**src/rtl/ssd_pkg.sv**
```systemverilog
// Shared constants for the seven-segment scan driver: nibble width and
// active-low segment patterns in a..g order (bit 0 of a [0:6] vector is a).
package ssd_pkg;

  localparam int NIB_W = 4;

  typedef logic [0:6] seg_t;

  localparam seg_t SEG_0     = 7'b000_0001;
  localparam seg_t SEG_1     = 7'b100_1111;
  localparam seg_t SEG_2     = 7'b001_0010;
  localparam seg_t SEG_3     = 7'b000_0110;
  localparam seg_t SEG_4     = 7'b100_1100;
  localparam seg_t SEG_5     = 7'b010_0100;
  localparam seg_t SEG_6     = 7'b010_0000;
  localparam seg_t SEG_7     = 7'b000_1111;
  localparam seg_t SEG_8     = 7'b000_0000;
  localparam seg_t SEG_9     = 7'b000_0100;
  localparam seg_t SEG_A     = 7'b000_1000;
  localparam seg_t SEG_B     = 7'b110_0000;
  localparam seg_t SEG_C     = 7'b011_0001;
  localparam seg_t SEG_D     = 7'b100_0010;
  localparam seg_t SEG_E     = 7'b011_0000;
  localparam seg_t SEG_F     = 7'b011_1000;
  localparam seg_t SEG_BLANK = 7'b111_1111;

endpackage

```
**src/rtl/ssd_hex_decode.sv**
```systemverilog
// Combinational nibble to active-low segment decoder; letters only when
// hex_en is set, otherwise nibbles 10..15 decode to blank.
module ssd_hex_decode
  import ssd_pkg::*;
(
  input  logic [NIB_W-1:0] nib,
  input  logic             hex_en,
  output seg_t             seg
);

  always_comb begin
    seg = SEG_BLANK;
    case (nib)
      4'h0: seg = SEG_0;
      4'h1: seg = SEG_1;
      4'h2: seg = SEG_2;
      4'h3: seg = SEG_3;
      4'h4: seg = SEG_4;
      4'h5: seg = SEG_5;
      4'h6: seg = SEG_6;
      4'h7: seg = SEG_7;
      4'h8: seg = SEG_8;
      4'h9: seg = SEG_9;
      4'hA: seg = hex_en ? SEG_A : SEG_BLANK;
      4'hB: seg = hex_en ? SEG_B : SEG_BLANK;
      4'hC: seg = hex_en ? SEG_C : SEG_BLANK;
      4'hD: seg = hex_en ? SEG_D : SEG_BLANK;
      4'hE: seg = hex_en ? SEG_E : SEG_BLANK;
      4'hF: seg = hex_en ? SEG_F : SEG_BLANK;
      default: seg = SEG_BLANK;
    endcase
  end

endmodule

```
**src/rtl/ssd_scan_mux.sv**
```systemverilog
// Time-multiplexed N-digit seven-segment driver: tear-free frame-boundary
// updates, per-slot anode blanking and optional leading-zero suppression.
module ssd_scan_mux
  import ssd_pkg::*;
#(
  parameter int N_DIGITS  = 8,
  parameter int SLOT_CYC  = 12500,
  parameter int BLANK_CYC = 250,
  parameter bit HEX_EN    = 1'b1
) (
  input  logic                      clk,
  input  logic                      rst_n,
  input  logic                      load,
  input  logic [NIB_W*N_DIGITS-1:0] value,
  input  logic [N_DIGITS-1:0]       dp_in,
  input  logic [N_DIGITS-1:0]       en_in,
  input  logic                      lz_blank,
  output logic [0:6]                seg,
  output logic                      dp,
  output logic [N_DIGITS-1:0]       digit,
  output logic                      frame_start
);

  localparam int SW = $clog2(SLOT_CYC);
  localparam int IW = $clog2(N_DIGITS);
  localparam int VW = NIB_W * N_DIGITS;

  logic [SW-1:0]       slot_cnt;
  logic [IW-1:0]       idx;
  logic                slot_tc;
  logic                frame_wrap;

  logic [VW-1:0]       pend_val;
  logic [N_DIGITS-1:0] pend_dp;
  logic [N_DIGITS-1:0] pend_en;
  logic                pend_lz;
  logic                pend_valid;

  logic [VW-1:0]       disp_val;
  logic [N_DIGITS-1:0] disp_dp;
  logic [N_DIGITS-1:0] disp_en;
  logic                disp_lz;

  logic [NIB_W-1:0]    nibs [N_DIGITS];
  logic [N_DIGITS-1:0] sup;
  logic [NIB_W-1:0]    cur_nib;
  seg_t                dec_seg;

  assign slot_tc    = (slot_cnt == SW'(SLOT_CYC - 1));
  assign frame_wrap = slot_tc && (idx == IW'(N_DIGITS - 1));

  always_ff @(posedge clk or negedge rst_n) begin
    if (!rst_n) begin
      slot_cnt    <= '0;
      idx         <= '0;
      frame_start <= 1'b0;
    end else begin
      frame_start <= frame_wrap;
      if (slot_tc) begin
        slot_cnt <= '0;
        idx      <= frame_wrap ? '0 : idx + IW'(1);
      end else begin
        slot_cnt <= slot_cnt + SW'(1);
      end
    end
  end

  // A load landing on the boundary cycle bypasses pending so that frame uses it.
  always_ff @(posedge clk or negedge rst_n) begin
    if (!rst_n) begin
      pend_val   <= '0;
      pend_dp    <= '0;
      pend_en    <= '1;
      pend_lz    <= 1'b0;
      pend_valid <= 1'b0;
      disp_val   <= '0;
      disp_dp    <= '0;
      disp_en    <= '1;
      disp_lz    <= 1'b0;
    end else if (frame_wrap) begin
      pend_valid <= 1'b0;
      if (load) begin
        disp_val <= value;
        disp_dp  <= dp_in;
        disp_en  <= en_in;
        disp_lz  <= lz_blank;
      end else if (pend_valid) begin
        disp_val <= pend_val;
        disp_dp  <= pend_dp;
        disp_en  <= pend_en;
        disp_lz  <= pend_lz;
      end
    end else if (load) begin
      pend_val   <= value;
      pend_dp    <= dp_in;
      pend_en    <= en_in;
      pend_lz    <= lz_blank;
      pend_valid <= 1'b1;
    end
  end

  for (genvar k = 0; k < N_DIGITS; k++) begin : g_digit
    assign nibs[k] = disp_val[k*NIB_W +: NIB_W];
    if (k == 0) begin : g_rightmost
      assign sup[k] = 1'b0;
    end else begin : g_upper
      assign sup[k] = disp_lz && (disp_val[VW-1:k*NIB_W] == '0);
    end
  end

  assign cur_nib = nibs[idx];

  ssd_hex_decode u_dec (
    .nib    (cur_nib),
    .hex_en (HEX_EN),
    .seg    (dec_seg)
  );

  always_ff @(posedge clk or negedge rst_n) begin
    if (!rst_n) begin
      digit <= '1;
      seg   <= SEG_BLANK;
      dp    <= 1'b1;
    end else if (slot_cnt < SW'(BLANK_CYC)) begin
      digit <= '1;
      seg   <= SEG_BLANK;
      dp    <= 1'b1;
    end else begin
      digit <= ~(N_DIGITS'(1) << idx);
      seg   <= (!disp_en[idx] || sup[idx]) ? SEG_BLANK : dec_seg;
      dp    <= disp_en[idx] ? ~disp_dp[idx] : 1'b1;
    end
  end

endmodule

```
**config.mk**
```make
export PLATFORM = sky130hd
export DESIGN_NAME = ssd_scan_mux
export DESIGN_NICKNAME = d
export VERILOG_FILES = /design/src/rtl/ssd_pkg.sv /design/src/rtl/ssd_hex_decode.sv /design/src/rtl/ssd_scan_mux.sv
export SDC_FILE = /design/constraint.sdc
export NUM_CORES = 1
export LEC_CHECK = 0
export ABC_AREA = 1
export CAP_MARGIN = 15
export CELL_PAD_IN_SITES_DETAIL_PLACEMENT = 0
export CELL_PAD_IN_SITES_GLOBAL_PLACEMENT = 1
export CORE_MARGIN = 2
export CORE_UTILIZATION = 40
export CTS_CLUSTER_SIZE = 40
export DETAILED_ROUTE_END_ITERATION = 8
export DONT_BUFFER_PORTS = 1
export GPL_TIMING_DRIVEN = 0
export PLACE_DENSITY_LB_ADDON = 0.1
export SLEW_MARGIN = 20
export SYNTH_ARGS = -nofsm -noshare
export SYNTH_HDL_FRONTEND = slang
export SYNTH_SLANG_ARGS = --single-unit
```
**constraint.sdc**
```tcl
create_clock -name clk -period 2.3 [get_ports clk]
set_clock_uncertainty 0.2 [all_clocks]
set_input_delay 0.69 -clock clk [delete_from_list [all_inputs] [get_ports clk]]
set_output_delay 0.69 -clock clk [all_outputs]
set_load 0.01 [all_outputs]
```
==> impl_metrics.yaml <==
pwr:
  p_int_mw: 4.35
  leakage_nw: 3.66
  p_seq_frac: 0.451
  p_switching_mw: 1.29
  pwr-share-comb: 0.067
  switching_share: 0.228
  clkPwrFrac: 0.482
  power_density_nw_per_um2: 735
  peakVddDrop_uv: 492
  power_mw: 5.63
worst_setup_path:
  crit_slowest_cell: "dfrtp_1"
  arrival_ns: 2.24
  critPathMaxFanout: 10
  cp_cell_sequence: "ha_1, nand2_1, nor3_2, nand3_4, nand2_1, buf_4, buf_4, nand2_1, nand2_1"
  cp_slowest_stage_delay_ns: 0.37
  crit_top_cell: "nand2_1"
  cp.required_ns: 2.46
  worst_setup_path_end_kind: "flip-flop"
  start_kind: "flip-flop"
  worstSetupPathType: "reg2reg"
die:
  initial_core_util: 0.408
  row_count: 47
  coreArea_um2: 16600
  dieWidth_um: 134
  io_pins: 69
  die_area_um2: 18000
  die_y_um: 134
timing:
  final.min_clock_period_ns: 2.08
  setup_tns_ns: 0
  grt_setup_unrepaired: "no"
  fin_crit_sh: 0.905
  max_freq_ghz: 0.480
  drv_slew: 0
  tightest_slew_ns: 0.690
  final_hold_viol_count: 133
  fin_ws_ns: 0.218
  slew_headroom: 0.540
  setup_viol: 0
  holdWs_ns: -0.231
placed_design:
  placed_cells: 1045
  placed_area_um2: 7050
  pre_cts_slack_ns: -0.181
  gp_congestion: 0.837
  io_buffers: 0
  dp_hpwl_um: 12500
clock_tree:
  clock_path_buffers: 2
  clkLatencyLatePin_ns: 0.42
  htreeDepth: 4
  cts_num_sinks: 133
  cts_tree: "done"
  cts_buffers: 17
  clockRootBuffer: "clkbuf_16"
  clk_pin_slew_ns: 0.06
global_route:
  antenna_found_initial: 0
  grt_pass1_wl_um: 28700
  grt_start_max_net_pins: 134
  grt_pass1_vias: 5522
  grtUsageTotal: 0.206
  overflow: 0
logic_synthesis:
  syn_inst: 825
  synth_seq_area_share: 0.497
  syn_area_per_cell_um2: 8.21
  synth_cell_types: 29
  syn_area_um2: 6770
  synth_seq_cells: 133
  yosys_warnings: 0
  syn-num-nets: 884
routing:
  drc: 0
  firstDrtPassIters: 5
  viasPerCell: 5.02
  drt_wl_total_um: 17200
  drt_iter0_drc: 299
  post_drt_wl_per_cell_um: 16.0
  ant_nets: 0
  num_vias: 5407
finish:
  area_growth_pct: 13.2
  antenna_cells: 0
  drive_above_1_share: 0.176
  nets: 903
  final_cell_area_um2: 7670
  final_core_util: 0.462
  instances_no_fill: 1077
run_status:
  violations: "negative hold slack"
  status: "finished with violations"
min_path:
  holdCritPathClass: "in2async"
flow_run:
  max_cap_violations: 0
==> cell usage after synthesis <==
cell | count | area [um2]
a211oi_1 | 1 | 7.51
a21oi_1 | 3 | 15.0
a21oi_2 | 1 | 8.76
buf_1 | 7 | 26.3
buf_2 | 10 | 50.1
buf_4 | 7 | 52.6
buf_6 | 6 | 67.6
clkbuf_1 | 10 | 37.5
clkbuf_2 | 2 | 10.0
dfrtp_1 | 101 | 2530
dfstp_2 | 32 | 841
ha_1 | 7 | 87.6
inv_1 | 60 | 225
inv_2 | 3 | 11.3
mux2_2 | 49 | 552
nand2_1 | 300 | 1130
nand2_2 | 1 | 6.26
nand3_1 | 101 | 505
nand4_1 | 3 | 18.8
nor2_1 | 53 | 199
nor3_1 | 4 | 20.0
nor3_2 | 2 | 20.0
nor3_4 | 1 | 16.3
o211ai_1 | 3 | 22.5
o21ai_0 | 33 | 165
o21ai_1 | 15 | 75.1
o22ai_1 | 2 | 12.5
or2_2 | 2 | 12.5
xor2_1 | 6 | 52.6
==> cell families (layout without fill, tap and decap cells) <==
logic type               after synthesis  after routing  synth area share
AO/OA/AOI/OAI                         58             58            0.0453
adder cells (fa/ha/maj)                7              7            0.0129
buffers and inverters                105            137            0.0710
AND/OR/NAND/NOR                      467            467             0.284
XOR/XNOR                               6              6           0.00776
flip-flops                           133            133             0.497
multiplexers                          49             49            0.0815
==> repair_timing <==
item,4_1_cts,5_1_grt
buffers inserted,0,0
setup endpoints to repair,0,52
endpoints found under the hold margin,133,133
resized for setup,0,10
==> placed cells by master (no fill, tap or decap), drive strengths merged, types with 29 or more instances in the layout <==
| cell type | Yosys | routed |
|---|---|---|
| nand3 | 101 | 101 |
| dfstp | 32 | 32 |
| dfrtp | 101 | 101 |
| o21ai | 48 | 48 |
| nor2 | 53 | 53 |
| clkbuf | 12 | 32 |
| inv | 63 | 62 |
| nand2 | 301 | 301 |
| buf | 30 | 29 |
| mux2 | 49 | 49 |
==> metal layers <==
metal,share of wire,up-vias,routed length [um],track usage
li1,-,2682,-,-
met2,0.48,109,8220,0.334
met5,0,-,0,0
met1,0.46,2602,7870,0.269
met3,0.055,14,942,0.0608
met4,0.013,0,220,0.0608
==> flip-flops by register name (all words and copies together), names as in the netlist, 3 cells and up <==
register	flops
digit	8
disp_en	8
idx	3
seg	7
pend_dp	8
pend_en	8
pend_val	32
disp_dp	8
disp_val	32
slot_cnt	14
==> power by group through the flow <==
stage	Combinational (mW)	Clock, mW	Sequential, mW
3_5_place_dp	0.380	0	2.58
4_1_cts	0.384	2.78	2.54
3_3_place_gp	0.372	0	2.57
2_1_floorplan	0.300	0	2.56
6_report	0.378	2.71	2.54
5_1_grt	0.432	2.91	2.55
==> worst max-delay path, delay by kind of cell (launching register included) <==
| kind | cells | cell delay, ns |
|---|---|---|
| fa+ha+maj | 1 | 0.22 |
| simple gates | 6 | 0.84 |
| buf+inv | 2 | 0.38 |
| flops | 1 | 0.37 |
==> final cells by class <==
class,instances,area [um2]
Buffer,42,253
Clock buffer,19,433
Clock inverter,13,159
Fill cell,1744,8920
Inverter,63,240
Multi-Input combinational cell,587,2940
Sequential cell,133,3370
Tap cell,220,275
==> path summary, 6_finish.rpt <==
kind | slack, ns | from | to | cells after the start
max in group asynchronous | 1.89 | rst_n | disp_en[5] | 0
worst min-delay path | -0.23 | rst_n | slot_cnt[3] | 0
worst max-delay path | 0.22 | slot_cnt[1] | pend_val[21] | 9
worst min register to register | 0.26 | pend_en[6] | pend_en[6] | 2
worst max register to register | 0.22 | slot_cnt[1] | pend_val[21] | 9
min in group clk | 0.17 | en_in[2] | pend_en[2] | 2
Note: power is estimated with default switching activity, not from simulation.
